**config.mk**
```make
export PLATFORM = sky130hd
export DESIGN_NAME = dual_ram_arbiter
export DESIGN_NICKNAME = d
export VERILOG_FILES = /design/src/rtl/dual_ram_arbiter.sv
export SDC_FILE = /design/constraint.sdc
export NUM_CORES = 1
export LEC_CHECK = 0
export CAP_MARGIN = 0
export CORE_AREA = 2 2 170 172
export DETAILED_ROUTE_END_ITERATION = 8
export DIE_AREA = 0 0 172 174
export DONT_BUFFER_PORTS = 1
export GPL_ROUTABILITY_DRIVEN = 0
export PLACE_DENSITY_LB_ADDON = 0.08
export REMOVE_ABC_BUFFERS = 1
export SKIP_CTS_REPAIR_TIMING = 1
export SYNTH_ARGS = -nofsm -noshare
export SYNTH_HDL_FRONTEND = slang
export SYNTH_SLANG_ARGS = --single-unit
```
**constraint.sdc**
```tcl
create_clock -name CLK -period 2.4 [get_ports CLK]
set_input_delay 0.48 -clock CLK [delete_from_list [all_inputs] [get_ports CLK]]
set_output_delay 0.48 -clock CLK [all_outputs]
set_load 0.03 [all_outputs]
```
**src/rtl/dual_ram_arbiter.sv**
```systemverilog
// dual_ram_arbiter: shares one RAM port between the instruction and data
// caches of two CPUs. Data beats instruction within a CPU, and CPUs take
// turns when both ask. A grant is held until the RAM answers ACCESS, or
// until the owning request is withdrawn.
module dual_ram_arbiter #(
   parameter int CPUS   = 2,
   parameter int WORD_W = 32
) (
   input  logic                          CLK,
   input  logic                          nRST,
   input  logic [CPUS-1:0]               iREN,
   input  logic [CPUS-1:0]               dREN,
   input  logic [CPUS-1:0]               dWEN,
   input  logic [CPUS-1:0][WORD_W-1:0]   iaddr,
   input  logic [CPUS-1:0][WORD_W-1:0]   daddr,
   input  logic [CPUS-1:0][WORD_W-1:0]   dstore,
   output logic [CPUS-1:0]               iwait,
   output logic [CPUS-1:0]               dwait,
   output logic [CPUS-1:0][WORD_W-1:0]   iload,
   output logic [CPUS-1:0][WORD_W-1:0]   dload,
   input  logic [1:0]                    ramstate,
   input  logic [WORD_W-1:0]             ramload,
   output logic                          ramREN,
   output logic                          ramWEN,
   output logic [WORD_W-1:0]             ramaddr,
   output logic [WORD_W-1:0]             ramstore
);

   // RAM state encoding is FREE=0, BUSY=1, ACCESS=2, ERROR=3; only ACCESS
   // changes arbiter behaviour, the other three simply keep the grant.
   localparam logic [1:0] RAM_ACCESS = 2'd2;

   typedef enum logic {
      IDLE,
      GRANT
   } state_t;

   state_t state_q, state_d;
   logic   ownerCpu_q, ownerCpu_d;
   logic   ownerData_q, ownerData_d;
   logic   lastCpu_q, lastCpu_d;

   logic [CPUS-1:0] cpuReq;
   logic [CPUS-1:0] dataReq;
   logic            winner;
   logic            ownerReq;

   assign cpuReq  = iREN | dREN | dWEN;
   assign dataReq = dREN | dWEN;

   // On a tie the CPU that did not complete last wins; otherwise the lone
   // requester wins (cpuReq[1] is 1 exactly when CPU1 is that requester).
   assign winner   = (&cpuReq) ? ~lastCpu_q : cpuReq[1];
   assign ownerReq = ownerData_q ? dataReq[ownerCpu_q] : iREN[ownerCpu_q];

   assign iload = {CPUS{ramload}};
   assign dload = {CPUS{ramload}};

   // Arbiter state register; lastCpu resets to 1 so CPU0 wins the first tie.
   always_ff @(posedge CLK or negedge nRST) begin
      if (!nRST) begin
         state_q     <= IDLE;
         ownerCpu_q  <= 1'b0;
         ownerData_q <= 1'b0;
         lastCpu_q   <= 1'b1;
      end else begin
         state_q     <= state_d;
         ownerCpu_q  <= ownerCpu_d;
         ownerData_q <= ownerData_d;
         lastCpu_q   <= lastCpu_d;
      end
   end

   // Next-state logic and RAM/wait drive; the RAM is only driven in GRANT
   // and the owner's address/data follow the inputs live while granted.
   always_comb begin
      state_d     = state_q;
      ownerCpu_d  = ownerCpu_q;
      ownerData_d = ownerData_q;
      lastCpu_d   = lastCpu_q;
      ramREN      = 1'b0;
      ramWEN      = 1'b0;
      ramaddr     = '0;
      ramstore    = '0;
      iwait       = '1;
      dwait       = '1;
      case (state_q)
         IDLE: begin
            if (|cpuReq) begin
               ownerCpu_d  = winner;
               ownerData_d = dataReq[winner];
               state_d     = GRANT;
            end
         end
         GRANT: begin
            ramstore = dstore[ownerCpu_q];
            if (ownerData_q) begin
               ramaddr = daddr[ownerCpu_q];
               ramWEN  = dWEN[ownerCpu_q];
               ramREN  = dREN[ownerCpu_q] & ~dWEN[ownerCpu_q];
            end else begin
               ramaddr = iaddr[ownerCpu_q];
               ramREN  = iREN[ownerCpu_q];
            end
            if (ramstate == RAM_ACCESS) begin
               if (ownerData_q) begin
                  dwait[ownerCpu_q] = 1'b0;
               end else begin
                  iwait[ownerCpu_q] = 1'b0;
               end
               lastCpu_d = ownerCpu_q;
               state_d   = IDLE;
            end else if (!ownerReq) begin
               state_d = IDLE;
            end
         end
         default: begin
            state_d = IDLE;
         end
      endcase
   end

endmodule

```
==> flow_metrics.tcl, run 1 <==
set metrics [dict create \
    numCtsBuffers 3 \
    syn-cell-area_sq_um 2834 \
    core_area_sq_um 28240 \
    viasPerCell 3.397 \
    worstSkewPairLatency_ps 230 \
    ys_warn_count 0 \
    rows 62 \
    finalHoldViolations 0 \
    grt_start_max_net_pins 45 \
    max_slew_margin_pct 68.57 \
    rsz0062_at_grt "no" \
    n_fill_cell 3315 \
    synthTopCellsByArea "buf_4 (35%), mux4_2 (26%), mux2i_1 (12%)" \
    grt_remaining_overflow 0 \
    skew_ps 1.081 \
    clk_path_buf_depth 2 \
    irDropWorstVdd_mv 0.3085 \
    place_area_sq_um 2618 \
    end_kind "output pin" \
    mostFrequentLayoutCells "buf_4 (41), mux2i_1 (35), nor2b_1 (35)" \
    wl_met1_mm 4.895 \
    cp.required_ps 1920 \
    slew_viol_final 0 \
    vias 2028 \
    drtAntennaViolNets 0 \
    min-delay-path-class "in2async" \
    grt_pass1_wl_mm 17.58 \
    tightest_slew_ps 470.1 \
    layout-drive-gt1-share_pct 39.91 \
    path_class "reg2out" \
    cts_tree "done" \
    setup_viol 0 \
    htree_levels 1 \
    die_area_sq_um 29930 \
    cts_root_buf "clkbuf_16" \
    crit_arrival_ps 1780 \
    syn_avg_cell_area_sq_um 9.083 \
    crit_fanout 38 \
    met3WireLength_mm 2.895 \
    io_pins 432 \
    maxCapViolCount 0 \
    die_w_um 172 \
    ys_ff_latch 4 \
    synth_area_leader_cell "buf_4" \
    syn_to_final_growth_pct -4.503 \
    min_period_over_period_pct 94.28 \
    grtUsageTotal_pct 8.246 \
    yosysSeqAreaShare_pct 3.576 \
    synth_top_area_share_pct 34.70 \
    port-buffer-count 0 \
    drt-wirelength-per-cell_um 22.99 \
    power.density_nw_per_um2 1525 \
    stdcell_area_sq_um 2706 \
    synthCells 312 \
    leakagePower_uw 0.0009508 \
    final_common_cell "buf_4" \
    initial_core_util_pct 10.04 \
    post-route-util_pct 9.584 \
    fmax_mhz 441.9 \
    ys_types 27 \
    drt_iter0_markers 91 \
    routed.top_layer "met5" \
    hpwlAfterDp_mm 11.97 \
    antenna_cells 0 \
    total_power_uw 4127 \
    grt_pass1_vias 2268 \
    die_y_um 174 \
    wl_met2_mm 5.559 \
    clock_sinks 4 \
    wl_mm 13.73 \
    period_needed_ps 2263 \
    drc 0 \
    first_pass_iters 4 \
    status "complete, no violations" \
    path_clk_slew_ps 30 \
    startpoint_type "register" \
    antenna_found_initial 1 \
    nets 448 \
]
per-layer routing:
| metal | track usage (%) | up-vias |
|---|---|---|
| li1 | - | 747 |
| met1 | 9.059 | 948 |
| met2 | 11.26 | 305 |
| met3 | 7.445 | 19 |
| met4 | 1.331 | 9 |
| met5 | 7.191 | - |
cells by family (layout without fill, tap and decap cells):
group | Yosys count | count (layout) | synth area share (%)
buf+inv | 150 | 51 | 38.06
mux | 69 | 69 | 38.98
flops | 4 | 4 | 3.576
compound gates | 7 | 7 | 1.810
simple gates | 82 | 82 | 17.57
through the flow:
step	std cells	hold WS [ps]	setup TNS [ps]	setup WS (ps)
after floorplan	164	184.4	-101960	-1547
after global placement	592	184.8	0	345.7
after detailed placement	592	184.8	0	336.1
after CTS	596	-53.46	0	96.07
after global routing	597	92.99	0	6.480
final	597	98.64	0	137.2
path summary, 6_finish.rpt:
check | start | end | slack [ps] | depth (start not counted)
max | ownerCpu_q | ramstore[19] | 140 | 5
min | nRST | lastCpu_q | 100 | 0
max reg2reg | ownerData_q | state_q | 990 | 2
min reg2reg | lastCpu_q | lastCpu_q | 650 | 1
max in group asynchronous | nRST | ownerCpu_q | 1710 | 1
min in group CLK | dWEN[0] | ownerCpu_q | 560 | 3
where the power goes:
part	internal, uW	switching, uW	total, uW	leakage [uW]
Clock	220	51.1	271	0.0000382
Combinational	1450	2220	3670	0.000872
Sequential	117	71.4	189	0.0000409
Total	1780	2340	4130	0.000951
state kept, by name, summed over array words and instances, names as in the netlist:
name         flops
lastCpu_q        1
ownerCpu_q       1
ownerData_q      1
state_q          1
synth_stat cells:
master     instances
mux2_2             1
buf_6              2
a21o_1             1
nor3_1             2
nor2b_1           35
o32ai_1            1
clkbuf_1           8
buf_2              7
buf_4            131
dfstp_2            1
and2_1            32
or3_1              2
inv_1              2
o221ai_1           1
mux2i_1           35
a2bb2oi_1          1
o31ai_1            1
or2_1              2
a21oi_1            1
mux4_2            33
and3_1             1
nand2_1            4
dfrtp_1            3
o21ai_0            1
nand4_1            2
nor2_1             1
nand2b_1           1
worst max-delay path, cell delays in order, from the launching register on:
cell,delay (ps)
dfrtp_4,420
buf_12,250
buf_4,330
mux2i_1,260
nor2b_1,70
buf_4,170
area by class of cell:
type / count / area, sq um / area share, %
clock buffers: 4 / 78.83 / 2.913
inverters: 2 / 7.507 / 0.2774
multi-input cells: 158 / 1654 / 61.12
repair buffers: 45 / 377.9 / 13.96
well taps: 384 / 480.5 / 17.75
flip-flops and latches: 4 / 107.6 / 3.976
Note: power is estimated with default switching activity, not from simulation.
==> run 2, diff against run 1 <==
--- a/config.mk
+++ b/config.mk
@@ -5,6 +5,7 @@
 export SDC_FILE = /design/constraint.sdc
 export NUM_CORES = 1
 export LEC_CHECK = 0
+export ABC_CLOCK_PERIOD_IN_PS = 2400
 export CAP_MARGIN = 0
 export CORE_AREA = 2 2 170 172
 export DETAILED_ROUTE_END_ITERATION = 8
@@ -17,3 +18,4 @@
 export SYNTH_ARGS = -nofsm -noshare
 export SYNTH_HDL_FRONTEND = slang
 export SYNTH_SLANG_ARGS = --single-unit
+export TNS_END_PERCENT = 5
==> results of run 2 <==
The final DEF is identical to that of run 1; final timing and power are the same.
==> run 3, diff against run 2 <==
--- a/config.mk
+++ b/config.mk
@@ -12,7 +12,6 @@
 export DIE_AREA = 0 0 172 174
 export DONT_BUFFER_PORTS = 1
 export GPL_ROUTABILITY_DRIVEN = 0
-export PLACE_DENSITY_LB_ADDON = 0.08
 export REMOVE_ABC_BUFFERS = 1
 export SKIP_CTS_REPAIR_TIMING = 1
 export SYNTH_ARGS = -nofsm -noshare
==> run 3 against run 2 <==
Compared with the run above: design area rose by 0.83%; sequential power rose by 16%; flip-flop and latch count did not move; non-clock buffer count did not move; largest cell class unchanged; highest routed layer unchanged.
==> flow_metrics.tcl, run 3 (synthesis gave the netlist of run 1 again) <==
set metrics [dict create \
    status "complete, no violations" \
    layout-drive-gt1-share_pct 39.91 \
    post-route-util_pct 9.664 \
    skew_ps 3.397 \
    htree_levels 1 \
    maxCapViolCount 0 \
    power.density_nw_per_um2 1517 \
    cts_tree "done" \
    leakagePower_uw 0.0009543 \
    power_switching_uw 2330 \
    tightest_slew_ps 494.9 \
    period_needed_ps 2206 \
    path_class "reg2out" \
    grt_start_max_net_pins 31 \
    place_area_sq_um 2630 \
    vias 1996 \
    finalHoldViolations 0 \
    port-buffer-count 0 \
    setup_viol 0 \
    hpwlAfterDp_mm 12.45 \
    drc 0 \
    combPwrFrac_pct 88.3 \
    initial_core_util_pct 10.04 \
    crit_fanout 17 \
    rows 62 \
    antenna_found_initial 7 \
    viasPerCell 3.321 \
    mostFrequentLayoutCells "buf_4 (40), mux2i_1 (35), nor2b_1 (35)" \
    first_pass_iters 4 \
    drt-wirelength-per-cell_um 23.31 \
    worst_r2r_path_depth 3 \
    grt_pass1_wl_mm 17.03 \
    routed.top_layer "met5" \
    fmax_mhz 453.4 \
    cts_root_buf "clkbuf_16" \
    reg2reg_slack_ps 860 \
    wl_met1_mm 4.953 \
    min_period_over_period_pct 91.91 \
    cp.required_ps 1920 \
    end_kind "output pin" \
    crit_arrival_ps 1730 \
    slew_viol_final 0 \
    io_pins 432 \
    met3WireLength_mm 3.318 \
    startpoint_type "register" \
    max_slew_margin_pct 67.01 \
    crit_start "ownerCpu_q" \
    rsz0062_at_grt "no" \
    clkPwrFrac_pct 6.4 \
    grt_remaining_overflow 0 \
    total_power_uw 4138 \
    die_w_um 172 \
    grt_pass1_vias 2065 \
    crit_end "ramaddr[11]" \
    r2r_start "ownerData_q" \
    p_int_uw 1808 \
    drt_iter0_markers 132 \
    wl_mm 14.01 \
    min-delay-path-class "in2async" \
    die_area_sq_um 29930 \
    path_clk_slew_ps 30 \
    core_area_sq_um 28240 \
    syn_to_final_growth_pct -3.709 \
    irDropWorstVdd_mv 0.3478 \
    worstSkewPairLatency_ps 220 \
    wl_met2_mm 5.619 \
    switching_share_pct 56.30 \
    grtUsageTotal_pct 8.332 \
    nets 448 \
    clk_path_buf_depth 2 \
    numCtsBuffers 3 \
    stdcell_area_sq_um 2729 \
    clock_sinks 4 \
    final_common_cell "buf_4" \
    rr_endpoint "state_q" \
    p_seq_share_pct 5.3 \
    drtAntennaViolNets 0 \
    die_y_um 174 \
]
-- run 3: changes by cell type in the layout (fill, tap and decap cells not counted) --
cell / before / now
diode_2: 0 / 4
buf_12: 3 / 4
buf_4: 41 / 40
-- run 3: layout make-up --
| type | instances | area (sq um) |
|---|---|---|
| multi-input combinational | 158 | 1654 |
| tap | 384 | 480.5 |
| inverter | 2 | 7.507 |
| timing repair buffer | 45 | 390.4 |
| sequential | 4 | 107.6 |
| antenna | 4 | 10.01 |
| clock buffer | 4 | 78.83 |
| fill | 3287 | 25510 |
-- run 3: how the worst min path moves through the flow --
stage / to / from / slack [ps]
global placement: ownerData_q / nRST / 180
CTS: state_q / nRST / -50
detailed placement: ownerData_q / nRST / 180
finish: lastCpu_q / nRST / 110
global route: lastCpu_q / nRST / 100
floorplan: ownerCpu_q / nRST / 180
-- run 3: power by group through the flow --
stage / logic (uW) / registers (uW) / clock network, uW
after detailed placement: 3690 / 231 / 0
after floorplan: 2540 / 506 / 0
after CTS: 3700 / 230 / 271
final: 3650 / 220 / 264
after global routing: 3890 / 243 / 276
after global placement: 3680 / 232 / 0
-- run 3: layer usage --
| metal | global-route usage, % | vias to the layer above |
|---|---|---|
| met1 | 9.032 | 917 |
| met3 | 8.698 | 14 |
| met4 | 0.8053 | 4 |
| li1 | - | 756 |
| met5 | 2.676 | - |
| met2 | 11.38 | 305 |
-- run 3: critical path, stage by stage, from the launching register on --
cell and delay, ps:
dfrtp_4 450, buf_4 260, mux4_2 520, and2_1 280
-- run 3: through the flow --
step | hold WS [ps] | worst slack (ps) | cells | TNS [ps]
2_1_floorplan | 184.4 | -1547 | 164 | -101960
3_3_place_gp | 184.6 | 422.0 | 592 | 0
3_5_place_dp | 184.6 | 410.7 | 592 | 0
4_1_cts | -52.50 | 174.5 | 596 | 0
5_1_grt | 99.50 | 120.4 | 597 | 0
6_report | 105.0 | 194.2 | 601 | 0
==> RTL change (config.mk and constraints of run 2) <==
Make the reset (`nRST`) synchronous in one clocked block.
--- a/src/rtl/dual_ram_arbiter.sv
+++ b/src/rtl/dual_ram_arbiter.sv
@@ -57,7 +57,7 @@
    assign dload = {CPUS{ramload}};
 
    // Arbiter state register; lastCpu resets to 1 so CPU0 wins the first tie.
-   always_ff @(posedge CLK or negedge nRST) begin
+   always_ff @(posedge CLK) begin
       if (!nRST) begin
          state_q     <= IDLE;
          ownerCpu_q  <= 1'b0;
Formal check against the unedited RTL: differs if nRST is asserted again (counterexample within 4 cycles, from zero or initial values and one cycle with nRST low); with nRST held inactive, the same outputs for 4 cycles.
==> RTL change against run 2 <==
- wire length rose by 32%
- setup slack improved by 0.072 ns
- sequential cell count did not move
- die area did not move
- critical path depth fell by 2
- fmax rose by 3.3%
- count of clock-buffer cells in the layout stayed put
- global-route usage grew 2.9 points
- utilization decreased by 0.066 points
- final area decreased by 0.69%
- synthesized area down 0.13%
- critical path type unchanged
- highest routed layer unchanged
Power is left out: it rests on default switching activity, and per cell area and clock period it moved more than threefold.
==> RTL change: results (changes against run 2) <==
status=complete, no violations; Area after DPL=0.00261 sq mm (-0.48%); ys flop type=dfxtp_1; Seq/Total Area, Yosys=2.83% (-0.75 points); Worst Path Arrival=1.71 ns (-0.07 ns); clk root buf=clkbuf_16; synth top area cells=buf_4 (36%), mux4_2 (25%), mux2i_1 (12%); gr usage total=11.1% (+2.9 points); wire length on met1=5.32 mm (+8.6%); Slowest-stage cell, CP=mux4_2; HP Class=input pin to flip-flop; DR vias=2041 (+0.64%); cells on worst reg2reg path=4 (+2); largest net degree at the start of global routing=39 (-13%); Worst R2R Setup Slack=0.91 ns (-0.08 ns); n_diodes=0 (unchanged); Crit Path Max Fanout=15 (-61%); Met2 Routed Length=8.82 mm (+59%); met3 wire len=3.98 mm (+37%); Critical R2R Capture=state_q$_SDFF_PN0_; Slew HR=56.7% (-12 points); Avg WL per Cell=30.2 microns (+31%); critical path's top delay family=multiplexers; Setup crit end=ramaddr[24]; clk_skew=0.00497 ns (+0.00389 ns); Crit. Startpoint=ownerCpu_q$_SDFFE_PN0P_; ratio of cells with drive above 1 in the final layout=36.7% (-3.2 points); Worst R2R Start=state_q$_SDFF_PN0_; first-pass GRT wire length=22.0 mm (+25%); post-DP HPWL=16.2 mm (+35%); Critical Path Max Stage Delay=0.54 ns (+0.12 ns); vias in the first global route=2150 (-5.2%); Synth top cells by count=buf_4 (134), nor2b_1 (34), mux2i_1 (33), and2_1 (32), mux4_2 (32); net count of the finished layout=453 (+1.1%); fillers=3302 (-0.39%); Async SR Flop Fraction=0% (-100 points); Initial DRC Count=98 (+7.7%)
-- RTL change: cell count changes after synthesis, sizes merged, moves of 3 or more --
cell	delta
a21oi	+3
dfrtp	-3
dfxtp	+4
nor2	+9
o21ai	+3
-- RTL change: cells by family (layout without fill, tap and decap cells) --
| logic type | Yosys count | after routing | synth area share (%) |
|---|---|---|---|
| compound gates | 16 | 16 | 3.67 |
| mux | 66 | 66 | 37.5 |
| buf+inv | 150 | 46 | 38.4 |
| simple gates | 86 | 86 | 17.6 |
| flops | 4 | 4 | 2.83 |
-- RTL change: cell type report --
cell class | instances | share of cell area (%)
clock buffers | 4 | 2.93
well taps | 384 | 17.9
flip-flops and latches | 4 | 3.21
repair buffers | 41 | 13.9
multi-input cells | 168 | 61.9
inverters | 1 | 0.140
-- RTL change: metrics by stage --
step	worst slack, ns	TNS [ns]	instances
floorplan	-1.74	-113.63	173
global placement	0.337	0	598
detailed placement	0.322	0	598
CTS	0.0812	0	602
global route	0.0898	0	602
finish	0.210	0	602
-- RTL change: worst min path at each step --
stage / from / to / slack [ns] / cells past startpoint
detailed placement: nRST / lastCpu_q$_SDFFE_PN1P_ / 0.56 / 1
floorplan: lastCpu_q$_SDFFE_PN1P_ / lastCpu_q$_SDFFE_PN1P_ / 0.50 / 2
global route: nRST / lastCpu_q$_SDFFE_PN1P_ / 0.36 / 1
finish: nRST / lastCpu_q$_SDFFE_PN1P_ / 0.34 / 1
CTS: nRST / lastCpu_q$_SDFFE_PN1P_ / 0.33 / 1
global placement: nRST / lastCpu_q$_SDFFE_PN1P_ / 0.56 / 1
-- RTL change: per-layer routing --
| layer | global-route usage (%) | vias to the layer above |
|---|---|---|
| met1 | 9.59 | 967 |
| met5 | 3.34 | - |
| met4 | 0.105 | 2 |
| li1 | - | 773 |
| met2 | 18.9 | 293 |
| met3 | 11.2 | 6 |
-- RTL change: worst register-to-register path, delay by kind of cell, from the launching register on --
| kind | cells | cell delay [ns] |
|---|---|---|
| flip-flops | 1 | 0.72 |
| buffers and inverters | 1 | 0.29 |
| AO/OA/AOI/OAI | 2 | 0.24 |
| AND/OR/NAND/NOR | 1 | 0.18 |
